[config.mk]
export PLATFORM = sky130hd
export DESIGN_NAME = display_scan_mux_flat
export DESIGN_NICKNAME = d
export VERILOG_FILES = /design/src/rtl/display_scan_mux_if.sv /design/src/rtl/display_scan_mux.sv /design/src/flat_wrapper.sv
export SDC_FILE = /design/constraint.sdc
export NUM_CORES = 1
export LEC_CHECK = 0
export ABC_AREA = 0
export ABC_CLOCK_PERIOD_IN_PS = 2500
export CORE_ASPECT_RATIO = 0.75
export CORE_MARGIN = 8
export CORE_UTILIZATION = 35
export CTS_CLUSTER_DIAMETER = 80
export DETAILED_ROUTE_END_ITERATION = 7
export PLACE_DENSITY_LB_ADDON = 0.15
export SYNTH_ARGS = -nofsm -noshare
export SYNTH_HDL_FRONTEND = slang
export SYNTH_SLANG_ARGS = --single-unit
export TNS_END_PERCENT = 50
[constraint.sdc]
create_clock -name clk -period 2.5 [get_ports clk]
set_input_delay 0.25 -clock clk [delete_from_list [all_inputs] [get_ports clk]]
set_output_delay 0.25 -clock clk [all_outputs]
set_load 0.03 [all_outputs]
[src/rtl/display_scan_mux_if.sv]
// Bundle of signals between the scan multiplexer and its host/display side.
// The host owns load/digits_in/blank_lz. The scanner drives the display outputs.
interface display_scan_mux_if #(
   parameter int DIGITS = 4
);
   localparam int IDX_W = (DIGITS > 1) ? $clog2(DIGITS) : 1;

   logic                load;
   logic [4*DIGITS-1:0] digits_in;
   logic                blank_lz;
   logic                ready;
   logic [3:0]          bcd;
   logic [IDX_W-1:0]    digit_idx;
   logic [DIGITS-1:0]   anodes;

   modport master (
      output load, digits_in, blank_lz,
      input  ready, bcd, digit_idx, anodes
   );

   modport slave (
      input  load, digits_in, blank_lz,
      output ready, bcd, digit_idx, anodes
   );
endinterface

[src/rtl/display_scan_mux.sv]
// Time-multiplexed common-anode 7-segment scanner with per-slot dead-time,
// a frame-synchronous display register and optional leading-zero blanking.
//
// state   | meaning
// --------+-------------------------------------------------------------
// ST_DEAD | dead-time at the start of a digit slot, all anodes inactive
// ST_ON   | on-time, anode[digit_idx] active unless leading-zero blanked
module display_scan_mux #(
   parameter int DIGITS           = 4,
   parameter int REFRESH_DIV      = 50000,
   parameter int BLANK_CYCLES     = 16,
   parameter int ANODE_ACTIVE_LOW = 1
) (
   input logic               clk,
   input logic               rst_n,
   display_scan_mux_if.slave bus
);
   localparam int IDX_W     = (DIGITS > 1) ? $clog2(DIGITS) : 1;
   localparam int CNT_W     = (REFRESH_DIV > 1) ? $clog2(REFRESH_DIV) : 1;
   localparam int ON_CYCLES = REFRESH_DIV - BLANK_CYCLES;

   localparam logic [CNT_W-1:0] DEAD_LAST = CNT_W'(BLANK_CYCLES - 1);
   localparam logic [CNT_W-1:0] ON_LAST   = CNT_W'(ON_CYCLES - 1);
   localparam logic [IDX_W-1:0] LAST_IDX  = IDX_W'(DIGITS - 1);

   typedef enum logic {ST_DEAD, ST_ON} state_t;

   state_t              state_q,   state_d;
   logic [CNT_W-1:0]    cnt_q,     cnt_d;
   logic [IDX_W-1:0]    idx_q,     idx_d;
   logic [4*DIGITS-1:0] disp_q,    disp_d;
   logic [4*DIGITS-1:0] shadow_q,  shadow_d;
   logic                pending_q, pending_d;
   logic                ready_q,   ready_d;

   logic                frame_end;
   logic [DIGITS-1:0]   lz_blank;
   logic                zero_run;
   logic                lit;
   logic [DIGITS-1:0]   anode_on;

   always_comb begin
      state_d   = state_q;
      cnt_d     = cnt_q + 1'b1;
      idx_d     = idx_q;
      disp_d    = disp_q;
      shadow_d  = shadow_q;
      pending_d = pending_q;
      ready_d   = ready_q;
      frame_end = 1'b0;

      case (state_q)
         ST_DEAD: begin
            if (cnt_q == DEAD_LAST) begin
               state_d = ST_ON;
               cnt_d   = '0;
            end
         end
         ST_ON: begin
            if (cnt_q == ON_LAST) begin
               state_d   = ST_DEAD;
               cnt_d     = '0;
               idx_d     = (idx_q == LAST_IDX) ? '0 : idx_q + 1'b1;
               frame_end = (idx_q == LAST_IDX);
            end
         end
         default: state_d = ST_DEAD;
      endcase

      // ready is only ever 1 while nothing is pending, so the transfer and the
      // capture below can never both fire on the same edge.
      if (frame_end && pending_q) begin
         disp_d    = shadow_q;
         pending_d = 1'b0;
         ready_d   = 1'b1;
      end
      if (bus.load && ready_q) begin
         shadow_d  = bus.digits_in;
         pending_d = 1'b1;
         ready_d   = 1'b0;
      end
   end

   always_ff @(posedge clk or negedge rst_n) begin
      if (!rst_n) begin
         state_q   <= ST_DEAD;
         cnt_q     <= '0;
         idx_q     <= '0;
         disp_q    <= '0;
         shadow_q  <= '0;
         pending_q <= 1'b0;
         ready_q   <= 1'b1;
      end else begin
         state_q   <= state_d;
         cnt_q     <= cnt_d;
         idx_q     <= idx_d;
         disp_q    <= disp_d;
         shadow_q  <= shadow_d;
         pending_q <= pending_d;
         ready_q   <= ready_d;
      end
   end

   // lz_blank[i] is set when digit i and all more-significant digits are zero.
   always_comb begin
      zero_run = 1'b1;
      lz_blank = '0;
      for (int i = DIGITS - 1; i >= 1; i--) begin
         zero_run    = zero_run & (disp_q[4*i +: 4] == 4'd0);
         lz_blank[i] = zero_run;
      end
      lit      = (state_q == ST_ON) && !(bus.blank_lz && lz_blank[idx_q]);
      anode_on = lit ? (DIGITS'(1) << idx_q) : '0;
   end

   assign bus.anodes    = (ANODE_ACTIVE_LOW != 0) ? ~anode_on : anode_on;
   assign bus.bcd       = disp_q[4*int'(idx_q) +: 4];
   assign bus.digit_idx = idx_q;
   assign bus.ready     = ready_q;
endmodule

[src/flat_wrapper.sv]
// flat-port wrapper written by rule: the top's interface ports become plain ports
module display_scan_mux_flat 
#(
   parameter int DIGITS           = 4,
   parameter int REFRESH_DIV      = 50000,
   parameter int BLANK_CYCLES     = 16,
   parameter int ANODE_ACTIVE_LOW = 1
)
  (clk, rst_n, bus_load, bus_digits_in, bus_blank_lz, bus_ready, bus_bcd, bus_digit_idx, bus_anodes);
  display_scan_mux_if #(.DIGITS(DIGITS)) bus_i ();
  input logic clk;
  input logic rst_n;
  input wire logic [$bits(bus_i.load)-1:0] bus_load;
  input wire logic [$bits(bus_i.digits_in)-1:0] bus_digits_in;
  input wire logic [$bits(bus_i.blank_lz)-1:0] bus_blank_lz;
  output wire logic [$bits(bus_i.ready)-1:0] bus_ready;
  output wire logic [$bits(bus_i.bcd)-1:0] bus_bcd;
  output wire logic [$bits(bus_i.digit_idx)-1:0] bus_digit_idx;
  output wire logic [$bits(bus_i.anodes)-1:0] bus_anodes;
  assign bus_i.load = bus_load;
  assign bus_i.digits_in = bus_digits_in;
  assign bus_i.blank_lz = bus_blank_lz;
  assign bus_ready = bus_i.ready;
  assign bus_bcd = bus_i.bcd;
  assign bus_digit_idx = bus_i.digit_idx;
  assign bus_anodes = bus_i.anodes;
  display_scan_mux #(.DIGITS(DIGITS), .REFRESH_DIV(REFRESH_DIV), .BLANK_CYCLES(BLANK_CYCLES), .ANODE_ACTIVE_LOW(ANODE_ACTIVE_LOW)) u_core (.clk(clk), .rst_n(rst_n), .bus(bus_i));
endmodule
==> qor.yml <==
clock_tree:
  tritoncts: "yes"
  clk_pin_slew_ns: 0.10
  clock_latency_ns: 0.31
  numCtsBuffers: 5
  cts-hold-fix-buffers: 0
  root_buffer: "clkbuf_8"
  clockBufferDepth: 2
  clkSinkCount: 53
  postCtsSetupRepairBufs: 0
  htreeDepth: 2
pwr:
  power_frac_comb_pct: 4.7
  switching_share_pct: 21.2
  p_seq_share_pct: 57.5
  ir_drop_v: 0.000226
  power_switching_mw: 0.332
  pwr_density_cell_nw_per_um2: 529
  p_clk_share_pct: 37.7
  p_leak_nw: 1.33
  internal_power_mw: 1.24
  totalPowerFinal_mw: 1.57
critical_path:
  worstPathMaxFanout: 12
  worstSetupStartpointType: "register"
  r2r_slack_ns: 0.14
  cp-end-kind: "output pin"
  path_class: "reg2out"
  crit_required_ns: 2.25
  cp.arrival_ns: 2.15
  critical-path-max-stage-delay_ns: 0.65
  cp_slowest_cell: "dfrtp_1"
  path_cells: "mux4_2 -> clkdlybuf4s50_1"
layout:
  syn_to_final_growth_pct: 20.8
  fin_nets: 250
  diodes: 0
  layout-drive-gt1-share_pct: 26.1
sta:
  fin_crit_ns: 2.40
  max_freq_mhz: 417
  period_share_pct: 95.9
  tns_ns: 0
  slew_violations: 0
  rsz0062_at_grt: "no"
  slew_headroom_pct: 55.0
  finalSetupViolCount: 0
  fin_skew_ns: 0.00896
  hold_viol_final: 0
  worstMarginPinSlew_ns: 0.675
floorplan:
  rows: 26
  initial_core_util_pct: 36.0
  core-area_um2: 6800
  die_x_um: 113
  die_h_um: 88.5
  dieArea_um2: 9960
  io_pins: 31
synthesis:
  ys_seq_area_share_pct: 54.2
  synth_area_leader_cell: "dfrtp_1"
  synth_edf_count: 0
  syn-cell-area_um2: 2450
  syn_nets: 212
  syn_inst: 187
  synthTopCellsByArea: "dfrtp_1 (53%), mux2_2 (11%), mux2_4 (5.5%)"
  synth_area_per_cell_um2: 13.1
  yosysUniqueCellTypes: 30
  synth_flop_cell: "dfrtp_1"
  synth_top_cell_area_share_pct: 53.1
  ys_ff_latch: 53
  async_flop_share_pct: 100
  yosysWarningCount: 0
grt:
  grt_max_degree: 54
  grt_overflow: 0
  grt_pass1_wl_um: 8320
  grt_antenna_before_repair: 0
  grt_pass1_vias: 1595
  grt_usage_pct: 10.6
drt:
  ant_nets: 0
  first_iter_violations: 57
  via_per_inst: 4.87
  drtPass1Iterations: 4
  wirelength_um: 4800
  wire_per_inst_um: 15.5
  route.vias.total: 1509
  drc: 0
placed_design:
  port_buffers: 30
  hpwl_um: 3480
  place_congestion: 0.748
min_path:
  min-delay-path-class: "in2async"
run:
  maxCapViolCount: 0
run_status:
  status: "completed"
what timing repair did:
action	CTS	global route
endpoints found under the setup margin	4	6
pin swaps	0	1
gates resized for setup	4	0
through the flow:
stage               setup slack, ns  cell area, um2  hold WS [ns]  util [%]  cells
finish                        0.103            2960        0.0506      43.5    310
detailed placement           0.0478            2850         0.423      42.0    302
CTS                          0.0371            2960        0.0753      43.5    310
global route                0.00786            2960         0.101      43.5    310
global placement             0.0696            2850         0.420      42.0    302
floorplan                    0.0148            2450       -0.0456         -    187
worst max-delay path: cells and delay by family (launching register included):
kind	cells	cell delay, ns
DFF	1	0.65
buffers and inverters	1	0.61
muxes	1	0.59
sequential cells by signal, summed over array words and instances (netlist names):
signal,count
u_core.shadow_q,16
u_core.bus.digit_idx,2
u_core.pending_q,1
u_core.bus.ready,1
u_core.disp_q,16
u_core.cnt_q,16
u_core.state_q,1
power groups by stage:
stage	registers (mW)	clock network [mW]	logic, mW
finish	0.902	0.591	0.0744
CTS	0.903	0.610	0.0770
detailed placement	0.920	0	0.0768
global placement	0.920	0	0.0757
global route	0.906	0.643	0.0835
floorplan	0.913	0	0.0270
final timing paths:
path / startpoint / end / cells after the start
worst max-delay path: u_core.bus.digit_idx[0]$_DFFE_PN0P_ / bus_bcd[2] / 2
worst min-delay path: rst_n / u_core.shadow_q[12]$_DFFE_PN0P_ / 2
worst max register to register: u_core.cnt_q[13]$_DFF_PN0_ / u_core.disp_q[1]$_DFFE_PN0P_ / 4
worst min register to register: u_core.cnt_q[0]$_DFF_PN0_ / u_core.cnt_q[0]$_DFF_PN0_ / 1
max in group asynchronous: rst_n / u_core.state_q$_DFF_PN0_ / 2
min in group clk: u_core.cnt_q[0]$_DFF_PN0_ / u_core.cnt_q[0]$_DFF_PN0_ / 1
Yosys cell counts (2+ instances only):
cell and count:
or4_4 2, clkbuf_1 3, xor2_1 4, ha_1 5, nand2_1 8, o21ai_0 2, dfrtp_1 52, nand4_1 4
nor3_1 6, nand3_1 11, nor4_1 7, inv_1 7, mux2_2 25, mux4_2 4, nor2_1 15, mux2_4 9
xnor2_1 10
cells by family after synthesis:
family                     Yosys count  share of synthesized area, %
buffers and inverters               12                          2.81
AOI/OAI and AO/OA                    5                          1.48
DFF                                 53                          54.2
muxes                               39                          21.1
adders and majority gates            5                          2.55
and+or+nand+nor                     59                          12.9
xor gates and xnor gates            14                          5.00
layer usage:
metal | vias up | track usage, % | wire length [um]
li1 | 748 | - | -
met1 | 736 | 15.3 | 2720
met2 | 23 | 14.6 | 1870
met3 | 2 | 2.93 | 186
met4 | 0 | 3.66 | 31
met5 | - | 0 | 0
cell type report:
class,instances,area (um2)
clock inverter,3,43.8
multi-input combinational,122,1050
tap,84,105
fill,649,3840
inverter,7,26.3
clock buffer,5,68.8
sequential,53,1330
timing repair buffer,36,335
layout by cell type (no fill, tap or decap), types with 7 or more instances in the layout:
master           count
dfrtp_1             52
mux2_2              25
clkdlybuf4s50_1     25
nor2_1              15
nand3_1             11
xnor2_1             10
mux2_4               9
nand2_1              8
inv_1                7
nor4_1               7
Power figures use the tool's default switching activity.
